--- config.mk ---
export PLATFORM = sky130hd
export DESIGN_NAME = seg_scan_driver
export DESIGN_NICKNAME = d
export VERILOG_FILES = /design/src/rtl/seg_scan_driver.sv
export SDC_FILE = /design/constraint.sdc
export NUM_CORES = 1
export LEC_CHECK = 0
export ABC_AREA = 1
export ABC_CLOCK_PERIOD_IN_PS = 1900
export BUFFER_PORTS_ARGS = -buffer_cell sky130_fd_sc_hd__clkbuf_2
export CAP_MARGIN = 20
export CORE_ASPECT_RATIO = 0.9
export CORE_UTILIZATION = 50
export DETAILED_ROUTE_END_ITERATION = 10
export PLACE_DENSITY_LB_ADDON = 0.05
export SLEW_MARGIN = 0
export SYNTH_ARGS = -nofsm -noshare
export SYNTH_HDL_FRONTEND = slang
export SYNTH_SLANG_ARGS = --single-unit
--- constraint.sdc ---
create_clock -name clk -period 1.9 [get_ports clk]
set_input_delay 0.19 -clock clk [delete_from_list [all_inputs] [get_ports clk]]
set_output_delay 0.19 -clock clk [all_outputs]
set_load 0.01 [all_outputs]
--- src/rtl/seg_scan_driver.sv ---
// Four-digit multiplexed 7-segment scanner with dead time, blinking and leading-zero blanking.
// Inputs are captured once per frame so a frame never mixes old and new values.
module seg_scan_driver #(
  parameter int IN_CLK_HZ = 50_000_000,
  parameter int SCAN_HZ   = 1000,
  parameter int DEAD_CYC  = 16,
  parameter int BLINK_HZ  = 2
) (
  input  logic       clk,
  input  logic       rst,
  input  logic [3:0] digit_0,
  input  logic [3:0] digit_1,
  input  logic [3:0] digit_2,
  input  logic [3:0] digit_3,
  input  logic [3:0] dp_in,
  input  logic [3:0] blink_mask,
  input  logic       blank_lz,
  output logic [6:0] seg_n,
  output logic       dp_n,
  output logic [3:0] an_n,
  output logic       frame_tick
);

  localparam int TICK_DIV   = IN_CLK_HZ / SCAN_HZ;
  localparam int BLINK_HALF = IN_CLK_HZ / (2 * BLINK_HZ);
  localparam int SC_W       = (TICK_DIV > 1) ? $clog2(TICK_DIV) : 1;
  localparam int BC_W       = (BLINK_HALF > 1) ? $clog2(BLINK_HALF) : 1;

  localparam logic [SC_W-1:0] SC_LAST = SC_W'(TICK_DIV - 1);
  localparam logic [SC_W-1:0] SC_DEAD = SC_W'(DEAD_CYC);
  localparam logic [BC_W-1:0] BC_LAST = BC_W'(BLINK_HALF - 1);

  logic [SC_W-1:0] sc;
  logic [1:0]      idx;
  logic [BC_W-1:0] blink_cnt;
  logic            blink_phase;

  logic [3:0][3:0] sh_digit;
  logic [3:0]      sh_dp;
  logic [3:0]      sh_mask;
  logic            sh_lz;

  logic            load;
  logic [3:0]      lz_blank;
  logic [3:0]      cur_digit;
  logic [6:0]      seg_code;
  logic [6:0]      seg_next;
  logic            dp_next;
  logic [3:0]      an_next;

  assign load       = (sc == '0) && (idx == 2'd0) && !rst;
  assign frame_tick = load;

  always_ff @(posedge clk) begin
    if (rst) begin
      sc          <= '0;
      idx         <= 2'd0;
      blink_cnt   <= '0;
      blink_phase <= 1'b0;
    end else begin
      if (sc == SC_LAST) begin
        sc  <= '0;
        idx <= idx + 2'd1;
      end else begin
        sc <= sc + SC_W'(1);
      end
      if (blink_cnt == BC_LAST) begin
        blink_cnt   <= '0;
        blink_phase <= ~blink_phase;
      end else begin
        blink_cnt <= blink_cnt + BC_W'(1);
      end
    end
  end

  always_ff @(posedge clk) begin
    if (rst) begin
      sh_digit <= '0;
      sh_dp    <= 4'd0;
      sh_mask  <= 4'd0;
      sh_lz    <= 1'b0;
    end else if (load) begin
      sh_digit <= {digit_3, digit_2, digit_1, digit_0};
      sh_dp    <= dp_in;
      sh_mask  <= blink_mask;
      sh_lz    <= blank_lz;
    end
  end

  // A digit is a leading zero only if every digit to its left is one too.
  always_comb begin
    lz_blank    = 4'd0;
    lz_blank[3] = sh_lz && (sh_digit[3] == 4'd0);
    lz_blank[2] = lz_blank[3] && (sh_digit[2] == 4'd0);
    lz_blank[1] = lz_blank[2] && (sh_digit[1] == 4'd0);
  end

  assign cur_digit = sh_digit[idx];

  always_comb begin
    case (cur_digit)
      4'd0:    seg_code = 7'b1000000;
      4'd1:    seg_code = 7'b1111001;
      4'd2:    seg_code = 7'b0100100;
      4'd3:    seg_code = 7'b0110000;
      4'd4:    seg_code = 7'b0011001;
      4'd5:    seg_code = 7'b0010010;
      4'd6:    seg_code = 7'b0000010;
      4'd7:    seg_code = 7'b1111000;
      4'd8:    seg_code = 7'b0000000;
      4'd9:    seg_code = 7'b0010000;
      default: seg_code = 7'b0111111;
    endcase
  end

  // Blink blanking kills the decimal point too; leading-zero blanking does not.
  always_comb begin
    seg_next = 7'h7F;
    dp_next  = 1'b1;
    an_next  = 4'hF;
    if (sc >= SC_DEAD) begin
      an_next = ~(4'b0001 << idx);
      if (blink_phase && sh_mask[idx]) begin
        seg_next = 7'h7F;
        dp_next  = 1'b1;
      end else begin
        seg_next = lz_blank[idx] ? 7'h7F : seg_code;
        dp_next  = ~sh_dp[idx];
      end
    end
  end

  always_ff @(posedge clk) begin
    if (rst) begin
      seg_n <= 7'h7F;
      dp_n  <= 1'b1;
      an_n  <= 4'hF;
    end else begin
      seg_n <= seg_next;
      dp_n  <= dp_next;
      an_n  <= an_next;
    end
  end

endmodule
Word-level counts from Yosys, hierarchy flattened:

Memories as Yosys holds them, arrays and structs flattened. A register that Yosys moved wholly into a read port is not among the register bits.
Index checks and enable logic that the tools add are counted.

* register bits: 73
* latch bits: 0
* memory bits (writable): 0
* bits in read-only memories: 112
* input port bits: 27
* output and inout port bits: 13
* logic and storage cells: 51
* memories kept: 1

Memory list
* (name not given): words 16, width 7, rd ports 1, clocked after Yosys merged registers in 1, wr ports 0, RTL line 101 `case (cur_digit)`

* add/sub/neg operators: 3
* multiply operators: 0
* div/mod/pow operators: 0
* magnitude comparators: 2
* equal/unequal tests: 2
* shifts and indexed selects: 1
* muxes and demuxes: 8
* bitwise gates (word level): 4
* reduce and logical (&&, ||, !) cells: 17

Operators by type and width (count)
* adder 24 x 1 -> 24 bit, second input constant: 1
* equality test 24 bit, second input constant: 1
* adder 16 x 1 -> 16 bit, second input constant: 1
* equality test 16 bit, second input constant: 1
* >= comparator 16 x 5 -> 1 bit, second input constant: 1
* logical NOT 16 bit: 1
* logical NOT 4 bit: 3
* binary-select mux 4 bit (select 2 bit): 1
* binary-select mux 1 bit (select 2 bit): 3
* logical AND 1 bit: 6
* OR reduction 2 bit: 3
* two-way mux 4 bit: 1
* NOT 4 bit: 1
* OR reduction 4 bit: 1
* << shifter 1 x 2 -> 4 bit, first input constant: 1
* < comparator 2 x 3 -> 1 bit, second input constant: 1
* two-way mux 1 bit: 3
* NOT 1 bit: 3
* OR reduction 3 bit: 1
* adder 2 x 1 -> 2 bit, second input constant: 1
* logical NOT 2 bit: 1
* logical NOT 1 bit: 1

Longest topological paths before layout:

* depth in word-level cells: 7
* depth in mapped cells: 13
* gate-level depth less buffers: 12

Least setup slack after synthesis:

Ideal clock, no wire load.

* kind: register to register
* start point: register idx[0]
* end point: register seg_n[1]
* setup time: 119 ps
* arrival time: 1478 ps
* required time: 1781 ps
* setup slack: 303 ps
* cell stages (with the launch flop): 11
* path buffers: 1
* clock period less this slack: 1597 ps
* cells stage by stage: dfxtp_1 inv_2 buf_6 nand2_1 nand3_1 nand2_1 inv_1 ha_1 nand3_1 a21boi_0 nand2_1

* word-level cells in the longest chain between the ends: 4
* elaborated cells between the ends (all ways): 8
* classes of those cells: mux: 6; reduce/logical: 2

RTL lines
* start: declaration: RTL line 34 `logic [1:0] idx;`
* start signal: assignment: RTL line 63 `idx <= idx + 2'd1;`
* binary-select mux 1 bit (select 2 bit): RTL line 123 `if (blink_phase && sh_mask[idx]) begin`
* two-way mux 1 bit (implied by the code): RTL line 123
* logical AND 1 bit: RTL line 123
* OR reduction 4 bit (no line)
* end: declaration: RTL line 18 `output logic [6:0] seg_n,`

Parallel ways exist; a longest one is shown, timed or not. The select of a mux whose other input is x is not followed.
A chain may end at the register's enable or synchronous reset.

Worst setup path in the final report:

* start point: register idx[1]
* end point: output port frame_tick

* word-level cells in the longest chain between the ends: 3

RTL lines
* logical NOT 2 bit: RTL line 51 `assign load = (sc == '0) && (idx == 2'd0) && !rst;`
* logical AND 1 bit (2 in series): RTL line 51
* end: declaration: RTL line 21 `output logic frame_tick`

No other way between the ends.

==> metrics.md <==
| Metric | Value |
|---|---|
| GR peak layer | `met2` |
| Synthesized cell area | `4110 µm²` |
| Root Driver | `clkbuf_8` |
| Synth top area cells | `dfxtp_1, nand2_1, nor2_1, inv_1, nand3_1` |
| Share of cells above drive strength 1 | `14.0%` |
| Leakage | `0.00201 µW` |
| Max-slew violation count | `0` |
| Initial core utilization | `53.2%` |
| First-pass iteration count of the detailed router | `4` |
| Hold Buf Count CTS | `0` |
| # setup viols final | `0` |
| Max incr delay on CP | `0.36 ns` |
| Insertion delay to the later sink of the worst-skew pair | `0.35 ns` |
| Antenna Cells | `0` |
| Via density | `4.82` |
| Drt initial violations | `108` |
| Power Density | `715 nW/µm²` |
| Crit path max fanout | `26` |
| Pin count of the biggest net entering global routing | `52` |
| Sequential-to-total area share from yosys stat | `39.0%` |
| Buf/Inv on CP | `4` |
| Area leader, netlist | `dfxtp_1` |
| Main synth FF type | `dfxtp_1` |
| Critical setup path kind | `flop to output pin` |
| Final Core Density | `59.3%` |
| DPL Wire Length | `6300 µm` |
| Synthesized area per cell | `6.61 µm²` |
| First-pass GRT wire length | `14800 µm` |
| Wire per inst | `11.5 µm` |
| Worst Hold Margin | `0.0514 ns` |
| Worst path cell trace | `inv_2 -> ha_1 -> nand2_1 -> nor2_2 -> nand3_4 -> buf_12 -> inv_1 -> clkbuf_2` |
| DR DRC count | `0` |
| Final Cell Area | `4590 µm²` |
| Met2 capacity usage during global routing | `34.1%` |
| FMAX | `553 MHz` |
| Setup_tns | `0 ns` |
| GRT overflow | `0` |
| Count of cell types in the netlist | `30` |
| #FFs+latches synth | `80` |
| Top cell type's share of synthesized area | `39.0%` |
| CP endpoint kind | `output pin` |
| Initial antenna violation count | `0` |
| Via count of the first global-routing pass | `3302` |
| Clk buf depth | `2` |
| Hold Fails Final Rpt | `0` |
| Cells on Worst Hold Path | `3` |
| Met1 Usage GRT | `29.5%` |
| Syn Nets | `661` |
| Placer Congestion | `0.891` |
| CP max stage cell | `dfxtp_2` |
| Number of synthesized flops with an enable pin | `0` |
| Levels on crit path | `8` |
| CP startpoint kind | `flop` |
| Port buffer count | `39` |
| Data arrival, critical path | `1.62 ns` |
| Rel. slew slack | `75.9%` |
| Routed Antenna Nets | `0` |
| Worst Hold Class | `input pin to flop` |
| NumNets Final | `704` |
| Layout fillers | `764` |
| Total CTS buffers | `9` |
| GR Layer Usage met3 | `5.43%` |
| Worst Skew | `0.00995 ns` |
| Max-cap check violation count | `0` |
| Worst Path Required | `1.71 ns` |
| Minimum clock period | `1.81 ns` |
| R2R cell count | `10` |
| Via count | `3690` |
| Placed Instance Area | `4360 µm²` |
| CTS tree | `done` |
| Full die area | `8590 µm²` |
| Outcome | `completed` |
| Worst VDD drop | `0.408 mV` |
| Number of placed I/O pins | `40` |
| Post-synth ARST share | `0%` |
| Htree depth | `3` |
| Drt total wl | `8780 µm` |
| Delay-heaviest family, CP | `buffers and inverters` |
| Unrepaired setup endpoints after global routing | `true` |
| Die Span X | `97.6 µm` |
| Ratio of final minimum period to clock period | `95.2%` |
| Clock Pin Slew Worst Setup and Hold Paths | `0.09 ns` |
| Yosys warnings | `0` |
| Tot GR Track Use | `21.5%` |
| Core area | `7730 µm²` |
| Site Rows | `30` |
| Post-Syn Instances | `622` |
| # clock sinks | `80` |
| Chip Height | `88.0 µm` |
| Syn-to-layout area delta | `11.6%` |
| Worst-margin pin slew | `0.361 ns` |
## cells in the mapped netlist, types with 3 or more instances
cell        n
nand2_2     6
nand2_1   191
nand3b_1    3
xnor2_1     4
nor3_1      5
nand3_1    38
inv_1      71
nand3_2     5
ha_1       12
dfxtp_1    80
a21oi_1    24
nand4_1     6
inv_2       4
o21ai_0     7
nor2_4      3
buf_6       6
nor2_2      6
xor2_1      8
buf_2       4
nor2_1    124
## worst min-delay path, cell delays in order
cell and delay (ns):
clkbuf_2 0.07, nor2_1 0.03, nor2_1 0.08
## metrics by stage
step           power, µW  std cells  setup WS (ns)
2_1_floorplan       2090        622          0.303
6_report            3280        766         0.0903
3_5_place_dp        2170        747          0.259
4_1_cts             3310        765         0.0142
5_1_grt             3470        766       -0.00556
3_3_place_gp        2170        747          0.307
## where the power goes
part | total [µW] | switching, µW | internal, µW
combinational | 377 | 233 | 144
sequential | 1780 | 37.1 | 1740
clock | 1130 | 652 | 477
## sequential cells by signal (all words and copies together) (netlist names), 2 cells and up
signal,flops
sh_dp,4
an_n,4
sc,16
blink_cnt,24
sh_digit,16
sh_mask,4
idx,2
seg_n,7
## cell type report
cell class	count	area, µm²	area share (%)
multi-input combinational	453	2130	46.4
sequential	80	1600	35.0
clock buffer	10	128	2.78
timing repair buffer	46	278	6.06
clock inverter	6	43.8	0.955
tap	96	120	2.62
inverter	75	284	6.19
## timing repair
action | in CTS | in global routing
cloned | 0 | 1
resized for setup | 2 | 5
setup buffers | 2 | 0
setup endpoints to repair | 1 | 2
## layout by cell type (no fill, tap or decap), drive strengths merged, types with 3 or more instances in the layout
cell type    n
nor3         5
nand4        6
ha          12
nand3       44
nand2      198
a21oi       24
buf          6
clkbuf      50
dfxtp       80
xnor2        4
xor2         8
or2          4
clkinvlp     4
o21ai        7
nor2       133
inv         76
nand3b       3
## metal layers
| metal | share of wire [%] | up-vias | routed length (µm) |
|---|---|---|---|
| met5 | 0 | - | 0 |
| li1 | - | 1986 | - |
| met2 | 44 | 75 | 3870 |
| met4 | 0.55 | 0 | 48 |
| met1 | 50 | 1625 | 4410 |
| met3 | 5.0 | 4 | 443 |
## cell families (layout without fill, tap and decap cells)
logic type	Yosys count	in the layout	share of synthesized area [%]
AND/OR/NAND/NOR	394	394	40.8
buffers and inverters	89	137	9.53
flip-flops	80	80	39.0
AO/OA/AOI/OAI	35	35	4.51
adder cells (fa/ha/maj)	12	12	3.65
XOR/XNOR	12	12	2.56
## worst paths after layout
kind                    from     endpoint  slack, ns
hold reg to reg        sc[0]        sc[0]       0.43
hold / removal    digit_1[0]  sh_digit[4]       0.05
setup reg to reg      idx[0]     seg_n[1]       0.17
setup / recovery      idx[1]   frame_tick       0.09
(Power assumes the default switching activity.)
